[src/rtl/glb_port_arbiter_if.sv]
// Bundle of requester-side and GLB-side signals for glb_port_arbiter.
// slave = arbiter view, master = requester/GLB environment view.
interface glb_port_arbiter_if #(
  parameter int ADDR_W = 32,
  parameter int DATA_W = 32
);
  logic              ctrl_req,    dma_req;
  logic              ctrl_last,   dma_last;
  logic [3:0]        ctrl_we,     ctrl_re,     dma_we,     dma_re;
  logic [ADDR_W-1:0] ctrl_w_addr, ctrl_r_addr, dma_w_addr, dma_r_addr;
  logic [DATA_W-1:0] ctrl_w_data, dma_w_data;

  logic              ctrl_gnt,    dma_gnt;
  logic [3:0]        glb_we,      glb_re;
  logic [ADDR_W-1:0] glb_w_addr,  glb_r_addr;
  logic [DATA_W-1:0] glb_w_data;
  logic              ctrl_rvalid, dma_rvalid;
  logic              busy;

  modport slave (
    input  ctrl_req, dma_req, ctrl_last, dma_last,
           ctrl_we, ctrl_re, dma_we, dma_re,
           ctrl_w_addr, ctrl_r_addr, dma_w_addr, dma_r_addr,
           ctrl_w_data, dma_w_data,
    output ctrl_gnt, dma_gnt, glb_we, glb_re, glb_w_addr, glb_r_addr,
           glb_w_data, ctrl_rvalid, dma_rvalid, busy
  );

  modport master (
    output ctrl_req, dma_req, ctrl_last, dma_last,
           ctrl_we, ctrl_re, dma_we, dma_re,
           ctrl_w_addr, ctrl_r_addr, dma_w_addr, dma_r_addr,
           ctrl_w_data, dma_w_data,
    input  ctrl_gnt, dma_gnt, glb_we, glb_re, glb_w_addr, glb_r_addr,
           glb_w_data, ctrl_rvalid, dma_rvalid, busy
  );
endinterface

[src/rtl/glb_port_arbiter.sv]
// Round-robin CTRL/DMA arbiter for the single GLB port with burst handover.
// Optional burst cap on grant length: define GLB_ARB_BURST_LIMIT_EN.
module glb_port_arbiter #(
  parameter int ADDR_W    = 32,
  parameter int DATA_W    = 32,
  parameter int BURST_MAX = 16
) (
  input  logic                clk,
  input  logic                rst,
  glb_port_arbiter_if.slave   bus
);

  typedef enum logic [1:0] {IDLE = 2'd0, CTRL = 2'd1, DMA = 2'd2} state_e;

  if ($bits(bus.glb_w_addr) != ADDR_W || $bits(bus.glb_w_data) != DATA_W)
    begin : g_bad_width
      $error("interface widths do not match ADDR_W/DATA_W");
    end
  if (BURST_MAX < 2 || BURST_MAX > 31) begin : g_bad_burst
    $error("BURST_MAX must fit the 5-bit beat counter");
  end

  state_e state_q, state_d;
  logic   last_owner_q, last_owner_d;   // 1 = DMA owned last
  logic   ctrl_rv_q, dma_rv_q;
  logic   ctrl_beat, dma_beat, own_beat, oth_req, limit_hit;

  assign ctrl_beat = (state_q == CTRL) && bus.ctrl_req;
  assign dma_beat  = (state_q == DMA)  && bus.dma_req;
  assign own_beat  = ctrl_beat || dma_beat;
  assign oth_req   = (state_q == CTRL) ? bus.dma_req : bus.ctrl_req;

`ifdef GLB_ARB_BURST_LIMIT_EN
  logic [4:0] cnt_q, cnt_d;

  // Cap only forces a handover when someone is actually waiting.
  assign limit_hit = own_beat && ((cnt_q + 5'd1) == 5'(BURST_MAX)) && oth_req;

  always_comb begin
    cnt_d = cnt_q;
    if (state_d != state_q) cnt_d = '0;
    else if (own_beat)      cnt_d = cnt_q + 5'd1;
  end

  always_ff @(posedge clk or negedge rst) begin
    if (!rst) cnt_q <= '0;
    else      cnt_q <= cnt_d;
  end
`else
  assign limit_hit = 1'b0;
`endif

  always_ff @(posedge clk or negedge rst) begin
    if (!rst) state_q <= IDLE;
    else      state_q <= state_d;
  end

  // Dropping req without last counts as an abandoned burst.
  always_comb begin
    state_d = state_q;
    unique case (state_q)
      IDLE: begin
        if (bus.ctrl_req && bus.dma_req) state_d = last_owner_q ? CTRL : DMA;
        else if (bus.ctrl_req)           state_d = CTRL;
        else if (bus.dma_req)            state_d = DMA;
      end
      CTRL: if (!bus.ctrl_req || bus.ctrl_last || limit_hit)
              state_d = bus.dma_req ? DMA : IDLE;
      DMA:  if (!bus.dma_req || bus.dma_last || limit_hit)
              state_d = bus.ctrl_req ? CTRL : IDLE;
      default: state_d = IDLE;
    endcase
  end

  always_comb begin
    last_owner_d = last_owner_q;
    if (state_d == CTRL)     last_owner_d = 1'b0;
    else if (state_d == DMA) last_owner_d = 1'b1;
  end

  // Read data returns one cycle after the beat, regardless of the new owner.
  always_ff @(posedge clk or negedge rst) begin
    if (!rst) begin
      last_owner_q <= 1'b1;
      ctrl_rv_q    <= 1'b0;
      dma_rv_q     <= 1'b0;
    end else begin
      last_owner_q <= last_owner_d;
      ctrl_rv_q    <= ctrl_beat && (|bus.ctrl_re);
      dma_rv_q     <= dma_beat  && (|bus.dma_re);
    end
  end

  always_comb begin
    bus.ctrl_gnt    = (state_q == CTRL);
    bus.dma_gnt     = (state_q == DMA);
    bus.busy        = (state_q != IDLE);
    bus.ctrl_rvalid = ctrl_rv_q;
    bus.dma_rvalid  = dma_rv_q;
    bus.glb_we      = '0;
    bus.glb_re      = '0;
    bus.glb_w_addr  = '0;
    bus.glb_r_addr  = '0;
    bus.glb_w_data  = '0;
    if (ctrl_beat) begin
      bus.glb_we     = bus.ctrl_we;
      bus.glb_re     = bus.ctrl_re;
      bus.glb_w_addr = bus.ctrl_w_addr;
      bus.glb_r_addr = bus.ctrl_r_addr;
      bus.glb_w_data = bus.ctrl_w_data;
    end else if (dma_beat) begin
      bus.glb_we     = bus.dma_we;
      bus.glb_re     = bus.dma_re;
      bus.glb_w_addr = bus.dma_w_addr;
      bus.glb_r_addr = bus.dma_r_addr;
      bus.glb_w_data = bus.dma_w_data;
    end
  end

endmodule

[src/flat_wrapper.sv]
// flat-port wrapper written by rule: the top's interface ports become plain ports
module glb_port_arbiter_flat 
#(
  parameter int ADDR_W    = 32,
  parameter int DATA_W    = 32,
  parameter int BURST_MAX = 16
)
  (clk, rst, bus_ctrl_req, bus_dma_req, bus_ctrl_last, bus_dma_last, bus_ctrl_we, bus_ctrl_re, bus_dma_we, bus_dma_re, bus_ctrl_w_addr, bus_ctrl_r_addr, bus_dma_w_addr, bus_dma_r_addr, bus_ctrl_w_data, bus_dma_w_data, bus_ctrl_gnt, bus_dma_gnt, bus_glb_we, bus_glb_re, bus_glb_w_addr, bus_glb_r_addr, bus_glb_w_data, bus_ctrl_rvalid, bus_dma_rvalid, bus_busy);
  glb_port_arbiter_if #(.ADDR_W(ADDR_W), .DATA_W(DATA_W)) bus_i ();
  input  logic clk;
  input  logic rst;
  input wire logic [$bits(bus_i.ctrl_req)-1:0] bus_ctrl_req;
  input wire logic [$bits(bus_i.dma_req)-1:0] bus_dma_req;
  input wire logic [$bits(bus_i.ctrl_last)-1:0] bus_ctrl_last;
  input wire logic [$bits(bus_i.dma_last)-1:0] bus_dma_last;
  input wire logic [$bits(bus_i.ctrl_we)-1:0] bus_ctrl_we;
  input wire logic [$bits(bus_i.ctrl_re)-1:0] bus_ctrl_re;
  input wire logic [$bits(bus_i.dma_we)-1:0] bus_dma_we;
  input wire logic [$bits(bus_i.dma_re)-1:0] bus_dma_re;
  input wire logic [$bits(bus_i.ctrl_w_addr)-1:0] bus_ctrl_w_addr;
  input wire logic [$bits(bus_i.ctrl_r_addr)-1:0] bus_ctrl_r_addr;
  input wire logic [$bits(bus_i.dma_w_addr)-1:0] bus_dma_w_addr;
  input wire logic [$bits(bus_i.dma_r_addr)-1:0] bus_dma_r_addr;
  input wire logic [$bits(bus_i.ctrl_w_data)-1:0] bus_ctrl_w_data;
  input wire logic [$bits(bus_i.dma_w_data)-1:0] bus_dma_w_data;
  output wire logic [$bits(bus_i.ctrl_gnt)-1:0] bus_ctrl_gnt;
  output wire logic [$bits(bus_i.dma_gnt)-1:0] bus_dma_gnt;
  output wire logic [$bits(bus_i.glb_we)-1:0] bus_glb_we;
  output wire logic [$bits(bus_i.glb_re)-1:0] bus_glb_re;
  output wire logic [$bits(bus_i.glb_w_addr)-1:0] bus_glb_w_addr;
  output wire logic [$bits(bus_i.glb_r_addr)-1:0] bus_glb_r_addr;
  output wire logic [$bits(bus_i.glb_w_data)-1:0] bus_glb_w_data;
  output wire logic [$bits(bus_i.ctrl_rvalid)-1:0] bus_ctrl_rvalid;
  output wire logic [$bits(bus_i.dma_rvalid)-1:0] bus_dma_rvalid;
  output wire logic [$bits(bus_i.busy)-1:0] bus_busy;
  assign bus_i.ctrl_req = bus_ctrl_req;
  assign bus_i.dma_req = bus_dma_req;
  assign bus_i.ctrl_last = bus_ctrl_last;
  assign bus_i.dma_last = bus_dma_last;
  assign bus_i.ctrl_we = bus_ctrl_we;
  assign bus_i.ctrl_re = bus_ctrl_re;
  assign bus_i.dma_we = bus_dma_we;
  assign bus_i.dma_re = bus_dma_re;
  assign bus_i.ctrl_w_addr = bus_ctrl_w_addr;
  assign bus_i.ctrl_r_addr = bus_ctrl_r_addr;
  assign bus_i.dma_w_addr = bus_dma_w_addr;
  assign bus_i.dma_r_addr = bus_dma_r_addr;
  assign bus_i.ctrl_w_data = bus_ctrl_w_data;
  assign bus_i.dma_w_data = bus_dma_w_data;
  assign bus_ctrl_gnt = bus_i.ctrl_gnt;
  assign bus_dma_gnt = bus_i.dma_gnt;
  assign bus_glb_we = bus_i.glb_we;
  assign bus_glb_re = bus_i.glb_re;
  assign bus_glb_w_addr = bus_i.glb_w_addr;
  assign bus_glb_r_addr = bus_i.glb_r_addr;
  assign bus_glb_w_data = bus_i.glb_w_data;
  assign bus_ctrl_rvalid = bus_i.ctrl_rvalid;
  assign bus_dma_rvalid = bus_i.dma_rvalid;
  assign bus_busy = bus_i.busy;
  glb_port_arbiter #(.ADDR_W(ADDR_W), .DATA_W(DATA_W), .BURST_MAX(BURST_MAX)) u_core (.clk(clk), .rst(rst), .bus(bus_i));
endmodule
[config.mk]
export PLATFORM = sky130hd
export DESIGN_NAME = glb_port_arbiter_flat
export DESIGN_NICKNAME = d
export VERILOG_FILES = /design/src/rtl/glb_port_arbiter_if.sv /design/src/rtl/glb_port_arbiter.sv /design/src/flat_wrapper.sv
export SDC_FILE = /design/constraint.sdc
export NUM_CORES = 1
export LEC_CHECK = 0
export CAP_MARGIN = 20
export CORE_AREA = 8 8 120 122
export CTS_CLUSTER_DIAMETER = 200
export DETAILED_ROUTE_END_ITERATION = 16
export DIE_AREA = 0 0 128 130
export GPL_TIMING_DRIVEN = 0
export SYNTH_ARGS = -nofsm -noshare
export SYNTH_HDL_FRONTEND = slang
export SYNTH_SLANG_ARGS = --single-unit
[constraint.sdc]
create_clock -name clk -period 1.9 [get_ports clk]
set_clock_uncertainty 0.1 [all_clocks]
set_input_delay 0.285 -clock clk [delete_from_list [all_inputs] [get_ports clk]]
set_output_delay 0.285 -clock clk [all_outputs]
set_load 0.01 [all_outputs]
* Word-level counts from Yosys, hierarchy flattened *
Index checks and enable logic that the tools add are counted.

storage, ports and cells
  register bits after elaboration = 5
  input port bits = 214
  output and inout bits = 109
  word-level logic and storage cells = 43

cells by class
  equality and inequality tests = 4
  mux-type cells = 21
  reductions and logical operators = 14

operator list
  cell                                                                    number
  32-bit 2-to-1 mux                                                       6
  4-bit 2-to-1 mux                                                        4
  2-bit 2-to-1 mux                                                        7
  4-bit OR reduction                                                      2
  2-bit one-hot mux with 3 select lines                                   1
  1-bit logical AND                                                       5
  2-bit by 1-bit equality test with 1-bit output (second input constant)  2
  2-bit equality test (second input constant)                             2
  2-bit nonzero test                                                      2
  1-bit 2-to-1 mux                                                        3
  1-bit logical NOT                                                       2
  2-bit logical NOT                                                       1
  1-bit logical OR                                                        2

* Depth between registers and ports, before layout *
Gate-level depths: netlist of run 1.

  word-level depth = 7
  mapped depth = 5
  mapped depth without buffers = 4

* Worst setup path before layout of run 1 *
Ideal clock, no wire load.

  kind = register -> register
  from = register u_core.state_q[0]
  to = register u_core.last_owner_q
  library setup time = 0.075 ns
  arrival time = 1.681 ns
  data required time = 1.725 ns
  slack = 0.044 ns
  stages on the path, launching flop included = 5
  buffers on the path = 0
  period minus slack after synthesis = 1.856 ns
  cell sequence = dfrtp_1 > or4b_2 > o2111a_1 > ha_1 > mux2i_1

on the way
  longest elaborated chain between the ends = 6
  elaborated cells between the ends (all ways) = 13
  those cells by class = 4 x eq/ne; 7 x mux; 2 x reduce/logical

RTL lines
  element                                                                                line                                            text
  start, declared                                                                        glb_port_arbiter.sv:23                          state_e state_q, state_d;
  start signal, assigned                                                                 glb_port_arbiter.sv:55                          else state_q <= state_d;
  2-bit 2-to-1 mux                                                                       glb_port_arbiter.sv:65                          else if (bus.dma_req) state_d = DMA;
  2-bit 2-to-1 mux                                                                       glb_port_arbiter.sv:64                          else if (bus.ctrl_req) state_d = CTRL;
  2-bit 2-to-1 mux                                                                       glb_port_arbiter.sv:63                          if (bus.ctrl_req && bus.dma_req) state_d = last_owner_q ? CTRL : DMA;
  2-bit one-hot mux with 3 select lines *                                                glb_port_arbiter.sv:61                          unique case (state_q)
  named net u_core.state_d[0]                                                            glb_port_arbiter.sv:23
  2-bit by 1-bit equality test with 1-bit output or 2-bit equality test (tied branches)  glb_port_arbiter.sv:77, glb_port_arbiter.sv:78
  1-bit 2-to-1 mux or 2-bit nonzero test (tied branches)                                 -
  end signal, assigned                                                                   glb_port_arbiter.sv:88                          last_owner_q <= last_owner_d;
  end, declared                                                                          glb_port_arbiter.sv:24                          logic last_owner_q, last_owner_d;

Mark *: on every way through the listed nets, which the timed path passes. The rest lies on a longest branch.
A chain may end at the register's enable or synchronous reset.

* Worst setup path after layout of run 1 *
  from = register u_core.state_q[0]
  to = output port bus_glb_w_data[20]

on the way
  longest elaborated chain between the ends = 4
  elaborated cells between the ends (all ways) = 6
  those cells by class = 2 x eq/ne; 2 x mux; 2 x reduce/logical

RTL lines
  element              line                     text
  2-bit equality test  glb_port_arbiter.sv:29   assign dma_beat = (state_q == DMA) && bus.dma_req;
  1-bit logical AND    glb_port_arbiter.sv:29
  32-bit 2-to-1 mux    glb_port_arbiter.sv:111  end else if (dma_beat) begin
  32-bit 2-to-1 mux *  glb_port_arbiter.sv:105  if (ctrl_beat) begin
  end, declared        flat_wrapper.sv:32       output wire logic [$bits(bus_i.glb_w_data)-1:0] bus_glb_w_data;

Mark *: on every way between the ends. The rest lies on a longest branch, timed or not.

==> reports/qor.csv, run 1 <==
metric;value;unit
relative contribution of sequential cells to total power;7.2;%
internal portion of total power;1.46;mW
most repeated library cell on the critical path;buf_8;
maximum clock path buffer count;2;
global route total overflow;0;
highest fanout seen on the critical path;10;
Avg Inst Size Synth;8.92;sq um
FF+latch count, synth;5;
critical-path cell list;and3b_1, buf_8, buf_16, buf_8, a22o_1, buf_2;
maximum number of pins on one net before global-route repair;11;
number of standard-cell rows in the floorplan;41;
clock slew seen by the registers of the worst setup and hold paths;0.03;ns
Leakage Power;2.13;nW
Via Count;2775;
Detail Placement HPWL;11800;um
crit-path max cell delay;0.41;ns
H-Tree Level Count;1;
nets;701;
number of antenna violations at the first check in global routing;0;
failing checks;negative setup slack;
length of routed met2 wiring;6830;um
post-synthesis cell area;0.00136;sq mm
clock latency of the later-clocked register in the worst-skew pair;0.22;ns
Core Util, Final;38.5;%
initial cell density of the core;10.9;%
clock buffers created by TritonCTS;3;
Port Buf Inserts;322;
width of the die;128;um
initial detailed-routing violation count;80;
Via-to-Cell Ratio;4.22;
remaining antenna violation count;0;
Final WS setup;-0.117;ns
overall power after layout;2.21;mW
Logic pwr share;77.2;%
fin crit period;2.02;ns
final weighted congestion of routability-driven global placement;0.879;
number of global-route vias before repair;3054;
die area;0.0166;sq mm
setup violators final;63;
part of the cycle the worst path needs;106;%
net switching share of the total power;34.0;%
count of synthesis-stage warnings from yosys;0;
gate count of the mapped netlist;152;
Max-Slew Margin vs Limit;77.0;%
Synth cell types;18;
Buf/Inv on CP;4;
Tot GR Track Use;14.1;%
Synth Net Count;367;
Crit Path Category;reg2out;
Antenna Diode Count;0;
count of TritonRoute iterations in the first routing pass;4;
Final Hold Viols;0;
capturing element type of the critical path;output port;
average detailed-routed wire length per instance;19.9;um
min-delay worst type;in2async;
RSZ-0062 raised after global routing;yes;
status;finished, violations left;
Layout Area Growth over Synthesis;252;%
met3 routed WL;1450;um
Critical Path Source Type;flip-flop;
proportion of layout cells with a drive suffix above 1;29.7;%
# IOs;323;
overall die height;130;um
wire length of the first global-routing pass;18300;um
placeable core region;0.0124;sq mm
required time of the critical path;1.51;ns
final routed DRC violation total;0;
clock tree from TritonCTS;built;
filler instances;1324;
clock sink total;5;
root buffer cell;clkbuf_16;
routed length on met1;4760;um
most common cell after layout, fill and taps aside;clkdlybuf4s50_1;
power per unit of standard cell area;462;mW/mm^2
fin. max-slew vios;0;
register area share after synthesis;9.32;%
slew at the pin closest to its max-slew limit;0.345;ns
Worst path slowest cell;dfrtp_2;
maximum vdd ir drop;429;uV
delay-heaviest family, CP;buffers and inverters;
switching power total;750;uW
leading cell types in the layout, fill and taps excluded;clkdlybuf4s50_1 (214), a22o_1 (104), buf_2 (65);
Max-Cap Viols;0;
DRT Wirelength;13100;um
clock share of power;15.6;%
data arrival time of the worst path;1.63;ns
top achievable clock speed;0.496;GHz
highest routing layer actually used;met4;
-- worst paths after layout --
kind                                                  from  slack (ns)  depth (start not counted)                              end
min                                                    rst        0.19                          1  u_core.bus.dma_rvalid$_DFF_PN0_
max reg2reg                    u_core.state_q[1]$_DFF_PN0_        0.03                          5  u_core.last_owner_q$_DFFE_PN1P_
min in group clk           u_core.last_owner_q$_DFFE_PN1P_        0.39                          2  u_core.last_owner_q$_DFFE_PN1P_
min reg2reg                u_core.last_owner_q$_DFFE_PN1P_        0.39                          2  u_core.last_owner_q$_DFFE_PN1P_
max                            u_core.state_q[0]$_DFF_PN0_       -0.12                          6               bus_glb_w_data[20]
max in group asynchronous                              rst        1.26                          1  u_core.last_owner_q$_DFFE_PN1P_
-- Yosys cell counts (all sizes together) --
master | n | area share [%]
nor2b | 2 | 0.92
o2111ai | 1 | 0.65
dfrtp | 4 | 7.4
nand4bb | 1 | 0.83
o2111a | 2 | 1.7
dfstp | 1 | 1.9
mux2i | 1 | 0.74
a22o | 104 | 67
and3b | 2 | 1.3
inv | 1 | 0.28
or2 | 1 | 0.46
or4b | 1 | 0.74
nand2 | 2 | 0.55
buf | 24 | 12
ha | 1 | 0.92
o41a | 2 | 1.7
o21ai | 2 | 0.74
-- logic make-up after synthesis --
| group | synth area share, % |
|---|---|
| muxes | 0.738 |
| buffers and inverters | 12.4 |
| DFF | 9.32 |
| adders and majority gates | 0.922 |
| and+or+nand+nor | 4.80 |
| AOI/OAI and AO/OA | 71.9 |
-- flip-flops by register name, summed over array words and instances (netlist names) --
name,count
u_core.bus.ctrl_rvalid,1
u_core.bus.dma_rvalid,1
u_core.last_owner_q,1
u_core.state_q,2
-- routing by layer --
metal	global-route usage, %	up-vias
met5	0	-
met4	1.19	0
met3	5.55	2
met2	27.4	179
met1	14.4	1260
li1	-	1334
-- worst reg2reg max path, cell delays in order (launching register included) --
cell and delay [ns]:
dfrtp_2 0.40, buf_4 0.16, or4b_4 0.50, o2111a_1 0.18, ha_4 0.28, mux2i_1 0.17
-- stage by stage --
stage	setup WS (ns)	area [sq um]	setup TNS, ns	instances	hold slack, ns
after floorplan	0.0443	1360	0	152	-0.111
after global placement	-0.799	4790	-70.81	646	0.371
after detailed placement	-0.810	4790	-72.63	646	0.376
after CTS	-0.130	4710	-7.64	655	0.199
after global routing	-0.167	4770	-10.62	657	0.212
final	-0.117	4770	-5.82	657	0.185
-- power by group through the flow --
stage	Clock, mW	Combinational (mW)	Sequential (mW)
after detailed placement	0	1.74	0.164
after global routing	0.366	1.82	0.162
after global placement	0	1.73	0.165
after CTS	0.353	1.68	0.156
final	0.343	1.70	0.158
after floorplan	0	0.626	0.160
-- final cells by class --
cell class	instances	area, sq um	area share, %
Buffer	24	299	6.26
Timing Repair Buffer	329	2970	62.2
Tap cell	172	215	4.51
Sequential cell	5	129	2.70
Clock buffer	4	78.8	1.65
Inverter	1	3.75	0.0786
Multi-Input combinational cell	122	1080	22.6
-- timing repair --
action | 4_1_cts | 5_1_grt
resized for setup | 440 | 32
hold buffers | 0 | 0
pin swaps | 19 | 24
setup buffers | 4 | 2
gates cloned | 1 | 0
endpoints found under the setup margin | 105 | 105
(Power assumes the default switching activity.)
==> run 2: changes to the inputs <==
--- a/config.mk
+++ b/config.mk
@@ -6,10 +6,11 @@
 export NUM_CORES = 1
 export LEC_CHECK = 0
 export CAP_MARGIN = 20
-export CORE_AREA = 8 8 120 122
+export CORE_AREA = 8 8 119 121
 export CTS_CLUSTER_DIAMETER = 200
 export DETAILED_ROUTE_END_ITERATION = 16
-export DIE_AREA = 0 0 128 130
+export DIE_AREA = 0 0 127 129
+export DONT_BUFFER_PORTS = 1
 export GPL_TIMING_DRIVEN = 0
 export SYNTH_ARGS = -nofsm -noshare
 export SYNTH_HDL_FRONTEND = slang
==> reports/qor.csv, run 2 (synthesis gave the netlist of run 1 again) <==
metric;value;unit
status;finished, violations left;
failing checks;negative setup slack;
switching power total;664;uW
root buffer cell;clkbuf_16;
slew at the pin closest to its max-slew limit;0.265;ns
clock tree from TritonCTS;built;
Logic pwr share;69.0;%
min-delay worst type;in2reg;
number of global-route vias before repair;1798;
highest fanout seen on the critical path;10;
Detail Placement HPWL;10000;um
number of antenna violations at the first check in global routing;0;
Max-Slew Margin vs Limit;82.3;%
filler instances;1341;
number of flip-flops under the largest register name;2;
internal portion of total power;986;uW
maximum vdd ir drop;526;uV
leading cell types in the layout, fill and taps excluded;a22o_4 (66), a22o_1 (34), buf_12 (7), buf_4 (7);
Tot GR Track Use;12.3;%
DRT Wirelength;11900;um
number of standard-cell rows in the floorplan;41;
footprint of the multi-input gates;0.00165;sq mm
Final Hold Viols;0;
Layout Area Growth over Synthesis;79.1;%
capturing element type of the critical path;output port;
initial detailed-routing violation count;77;
Via-to-Cell Ratio;5.41;
remaining antenna violation count;0;
clock share of power;21.0;%
Critical Path Source Type;flip-flop;
count of TritonRoute iterations in the first routing pass;4;
Placement Cell Area;0.00154;sq mm
relative contribution of sequential cells to total power;10.1;%
setup violators final;52;
required time of the critical path;1.51;ns
register containing the most flip-flops in the final layout;u_core.state_q;
Placement Setup Slack;-0.0669;ns
fin. max-slew vios;0;
final weighted congestion of routability-driven global placement;0.886;
Antenna Diode Count;0;
data arrival time of the worst path;1.56;ns
power per unit of standard cell area;679;mW/mm^2
Port Buf Inserts;0;
proportion of layout cells with a drive suffix above 1;66.7;%
post-route design area;0.00243;sq mm
wire length of the first global-routing pass;14800;um
overall die height;129;um
placeable core region;0.0123;sq mm
most common cell after layout, fill and taps aside;a22o_4;
average detailed-routed wire length per instance;37.7;um
clock latency of the later-clocked register in the worst-skew pair;0.23;ns
storage element area;129;sq um
Crit Path Category;reg2out;
nets;381;
clock sink total;5;
die area;0.0164;sq mm
# IOs;323;
Final WS setup;-0.0491;ns
RSZ-0062 raised after global routing;yes;
maximum clock path buffer count;2;
width of the die;127;um
initial cell density of the core;11.0;%
final routed DRC violation total;0;
part of the cycle the worst path needs;103;%
Leakage Power;1.11;nW
clock buffers created by TritonCTS;3;
fin crit period;1.95;ns
net switching share of the total power;40.2;%
H-Tree Level Count;1;
Max-Cap Viols;0;
Via Count;1703;
global route total overflow;0;
clock slew seen by the registers of the worst setup and hold paths;0.03;ns
maximum number of pins on one net before global-route repair;11;
top achievable clock speed;0.513;GHz
run 2: final timing paths:
check                                                start                         endpoint  slack [ns]  depth (start not counted)
max                            u_core.state_q[0]$_DFF_PN0_                    bus_glb_we[0]       -0.05                          5
min                                          bus_dma_re[3]  u_core.bus.dma_rvalid$_DFF_PN0_        0.09                          1
max reg2reg                    u_core.state_q[0]$_DFF_PN0_  u_core.last_owner_q$_DFFE_PN1P_        0.01                          4
min reg2reg                u_core.last_owner_q$_DFFE_PN1P_  u_core.last_owner_q$_DFFE_PN1P_        0.38                          2
max in group asynchronous                              rst  u_core.last_owner_q$_DFFE_PN1P_        1.19                          1
min in group asynchronous                              rst      u_core.state_q[1]$_DFF_PN0_        0.25                          1
run 2: what timing repair did:
item                       4_1_cts  5_1_grt
resized for setup               85       24
setup buffers                    4        3
setup endpoints to repair      105      103
hold endpoints to repair         5        0
pin swaps                       13        7
hold buffers                     1        0
cloned                           0        1
run 2: power groups by stage:
stage	registers [mW]	logic, mW	clock network, mW
after floorplan	0.160	0.626	0
after global placement	0.173	0.776	0
after detailed placement	0.173	0.781	0
after CTS	0.168	1.05	0.350
after global routing	0.171	1.20	0.360
final	0.166	1.14	0.346
run 2: cell type report:
class	count	area share, %
clock buffers	4	3.25
well taps	150	7.73
repair buffers	9	3.61
flip-flops and latches	5	5.31
plain buffers	24	12.2
multi-input cells	122	67.7
inverters	1	0.155
run 2: critical path: stages, from the launching register on:
cell     delay (ns)
dfrtp_2        0.42
and3b_1        0.18
buf_6          0.14
buf_12         0.15
buf_12         0.15
a22o_4         0.28
run 2: metrics by stage:
step | hold slack [ns] | total power [mW] | instances | TNS, ns | util [%]
after CTS | 0.0951 | 1.56 | 311 | -2.39 | 18.1
after floorplan | -0.111 | 0.786 | 152 | 0 | -
after global placement | -0.110 | 0.948 | 302 | -0.490 | 12.5
after detailed placement | -0.110 | 0.954 | 302 | -0.457 | 12.5
final | 0.0927 | 1.65 | 315 | -1.43 | 19.7
after global routing | 0.0939 | 1.73 | 315 | -4.46 | 19.7
run 2: layer usage:
metal | part of all wire (%) | up-vias | track usage [%]
met2 | 52 | 154 | 22.1
met1 | 36 | 842 | 13.6
met5 | 0 | - | 0
li1 | - | 703 | -
met3 | 12 | 4 | 5.71
met4 | 0.26 | 0 | 0.770
==> run 3: changes to the inputs <==
--- a/config.mk
+++ b/config.mk
@@ -12,6 +12,7 @@
 export DIE_AREA = 0 0 127 129
 export DONT_BUFFER_PORTS = 1
 export GPL_TIMING_DRIVEN = 0
+export MAX_ROUTING_LAYER = met4
 export SYNTH_ARGS = -nofsm -noshare
 export SYNTH_HDL_FRONTEND = slang
 export SYNTH_SLANG_ARGS = --single-unit
==> reports/qor.csv, run 3 (synthesis gave the netlist of run 1 again) <==
metric;value;unit
Antenna Diode Count;0;
count of TritonRoute iterations in the first routing pass;4;
part of the cycle the worst path needs;102;%
Max-Cap Viols;0;
placeable core region;0.0123;sq mm
final weighted congestion of routability-driven global placement;0.900;
clock latency of the later-clocked register in the worst-skew pair;0.23;ns
minimum setup slack among reg-to-reg paths;0.13;ns
internal portion of total power;993;uW
required time of the critical path;1.51;ns
register containing the most flip-flops in the final layout;u_core.state_q;
Leakage Power;1.10;nW
Final WS setup;-0.0381;ns
average detailed-routed wire length per instance;38.0;um
Critical Path Source Type;flip-flop;
Layout Area Growth over Synthesis;79.1;%
Detail Placement HPWL;10100;um
routed length on met1;4430;um
overall die height;129;um
status;finished, violations left;
RSZ-0062 raised after global routing;yes;
proportion of layout cells with a drive suffix above 1;64.6;%
maximum vdd ir drop;538;uV
highest fanout seen on the critical path;10;
min-delay worst type;in2reg;
final cell count without fillers;314;
failing checks;negative setup slack;
top achievable clock speed;0.516;GHz
maximum clock path buffer count;2;
total negative slack for setup checks;-1.13;ns
Final Hold Slack;0.0983;ns
initial detailed-routing violation count;128;
Max-Slew Margin vs Limit;82.7;%
root buffer cell;clkbuf_16;
clock buffers created by TritonCTS;3;
initial cell density of the core;11.0;%
Logic pwr share;68.9;%
net switching share of the total power;40.1;%
data arrival time of the worst path;1.55;ns
switching power total;665;uW
# IOs;323;
relative contribution of sequential cells to total power;10.1;%
die area;0.0164;sq mm
most common cell after layout, fill and taps aside;a22o_4;
leading cell types in the layout, fill and taps excluded;a22o_4 (64), a22o_1 (37), buf_12 (8);
Via-to-Cell Ratio;5.48;
placed insts;302;
Crit Path Category;reg2out;
clock tree from TritonCTS;built;
highest routing layer actually used;met4;
clock slew seen by the registers of the worst setup and hold paths;0.03;ns
wire length of the first global-routing pass;15400;um
capturing element type of the critical path;output port;
global route total overflow;0;
setup violators final;49;
number of antenna violations at the first check in global routing;0;
Tot GR Track Use;13.2;%
fin crit period;1.94;ns
length of routed met2 wiring;6230;um
Final Hold Viols;0;
clock sink total;5;
fin. max-slew vios;0;
Placement Setup Slack;-0.106;ns
maximum number of pins on one net before global-route repair;11;
Via Count;1720;
DRT Wirelength;11900;um
H-Tree Level Count;1;
width of the die;127;um
slew at the pin closest to its max-slew limit;0.259;ns
remaining antenna violation count;0;
final routed DRC violation total;0;
number of standard-cell rows in the floorplan;41;
number of global-route vias before repair;1881;
Port Buf Inserts;0;
met3 routed WL;1220;um
number of flip-flops under the largest register name;2;
filler instances;1344;
power per unit of standard cell area;683;mW/mm^2
nets;380;
overall power after layout;1.66;mW
clock share of power;21.0;%
run 3: final timing paths:
kind / startpoint / end / depth (start not counted)
max: u_core.state_q[0]$_DFF_PN0_ / bus_glb_w_addr[20] / 5
min: bus_ctrl_re[3] / u_core.bus.ctrl_rvalid$_DFF_PN0_ / 1
max reg2reg: u_core.state_q[0]$_DFF_PN0_ / u_core.last_owner_q$_DFFE_PN1P_ / 4
min reg2reg: u_core.last_owner_q$_DFFE_PN1P_ / u_core.last_owner_q$_DFFE_PN1P_ / 2
max in group asynchronous: rst / u_core.last_owner_q$_DFFE_PN1P_ / 1
min in group asynchronous: rst / u_core.bus.dma_rvalid$_DFF_PN0_ / 1
run 3: metal layers:
metal,global-route usage [%],vias to the layer above
met3,4.55,8
met2,23.1,153
met1,14.9,861
met5,-,-
li1,-,698
met4,0.910,0
run 3: power groups by stage:
stage	logic, mW	registers (mW)	clock network [mW]
global placement	0.777	0.173	0
detailed placement	0.780	0.172	0
floorplan	0.626	0.160	0
global route	1.21	0.173	0.363
CTS	1.12	0.166	0.355
finish	1.14	0.168	0.348
run 3: cell type report:
| class | instances | area (sq um) | share of cell area, % |
|---|---|---|---|
| multi-input combinational | 122 | 1630 | 67.1 |
| buffer | 24 | 292 | 12.0 |
| tap | 150 | 188 | 7.73 |
| sequential | 5 | 129 | 5.31 |
| timing repair buffer | 8 | 108 | 4.43 |
| clock buffer | 4 | 78.8 | 3.25 |
| inverter | 1 | 3.75 | 0.155 |
run 3: worst max-delay path, cell delays in order, from the launching register on:
cell and delay, ns:
dfrtp_2 0.42, and3b_1 0.18, buf_6 0.14, buf_12 0.16, buf_12 0.15, a22o_4 0.27
run 3: timing repair:
action	CTS	global route
resized for setup	96	10
hold endpoints to repair	5	0
hold buffers	1	0
endpoints found under the setup margin	105	105
gates cloned	2	0
pin swaps	18	6
setup buffers	4	1
run 3: metrics by stage:
step | cell area (sq um) | util [%]
floorplan | 1360 | -
global placement | 1540 | 12.5
detailed placement | 1540 | 12.5
CTS | 2360 | 19.2
global route | 2430 | 19.7
finish | 2430 | 19.7
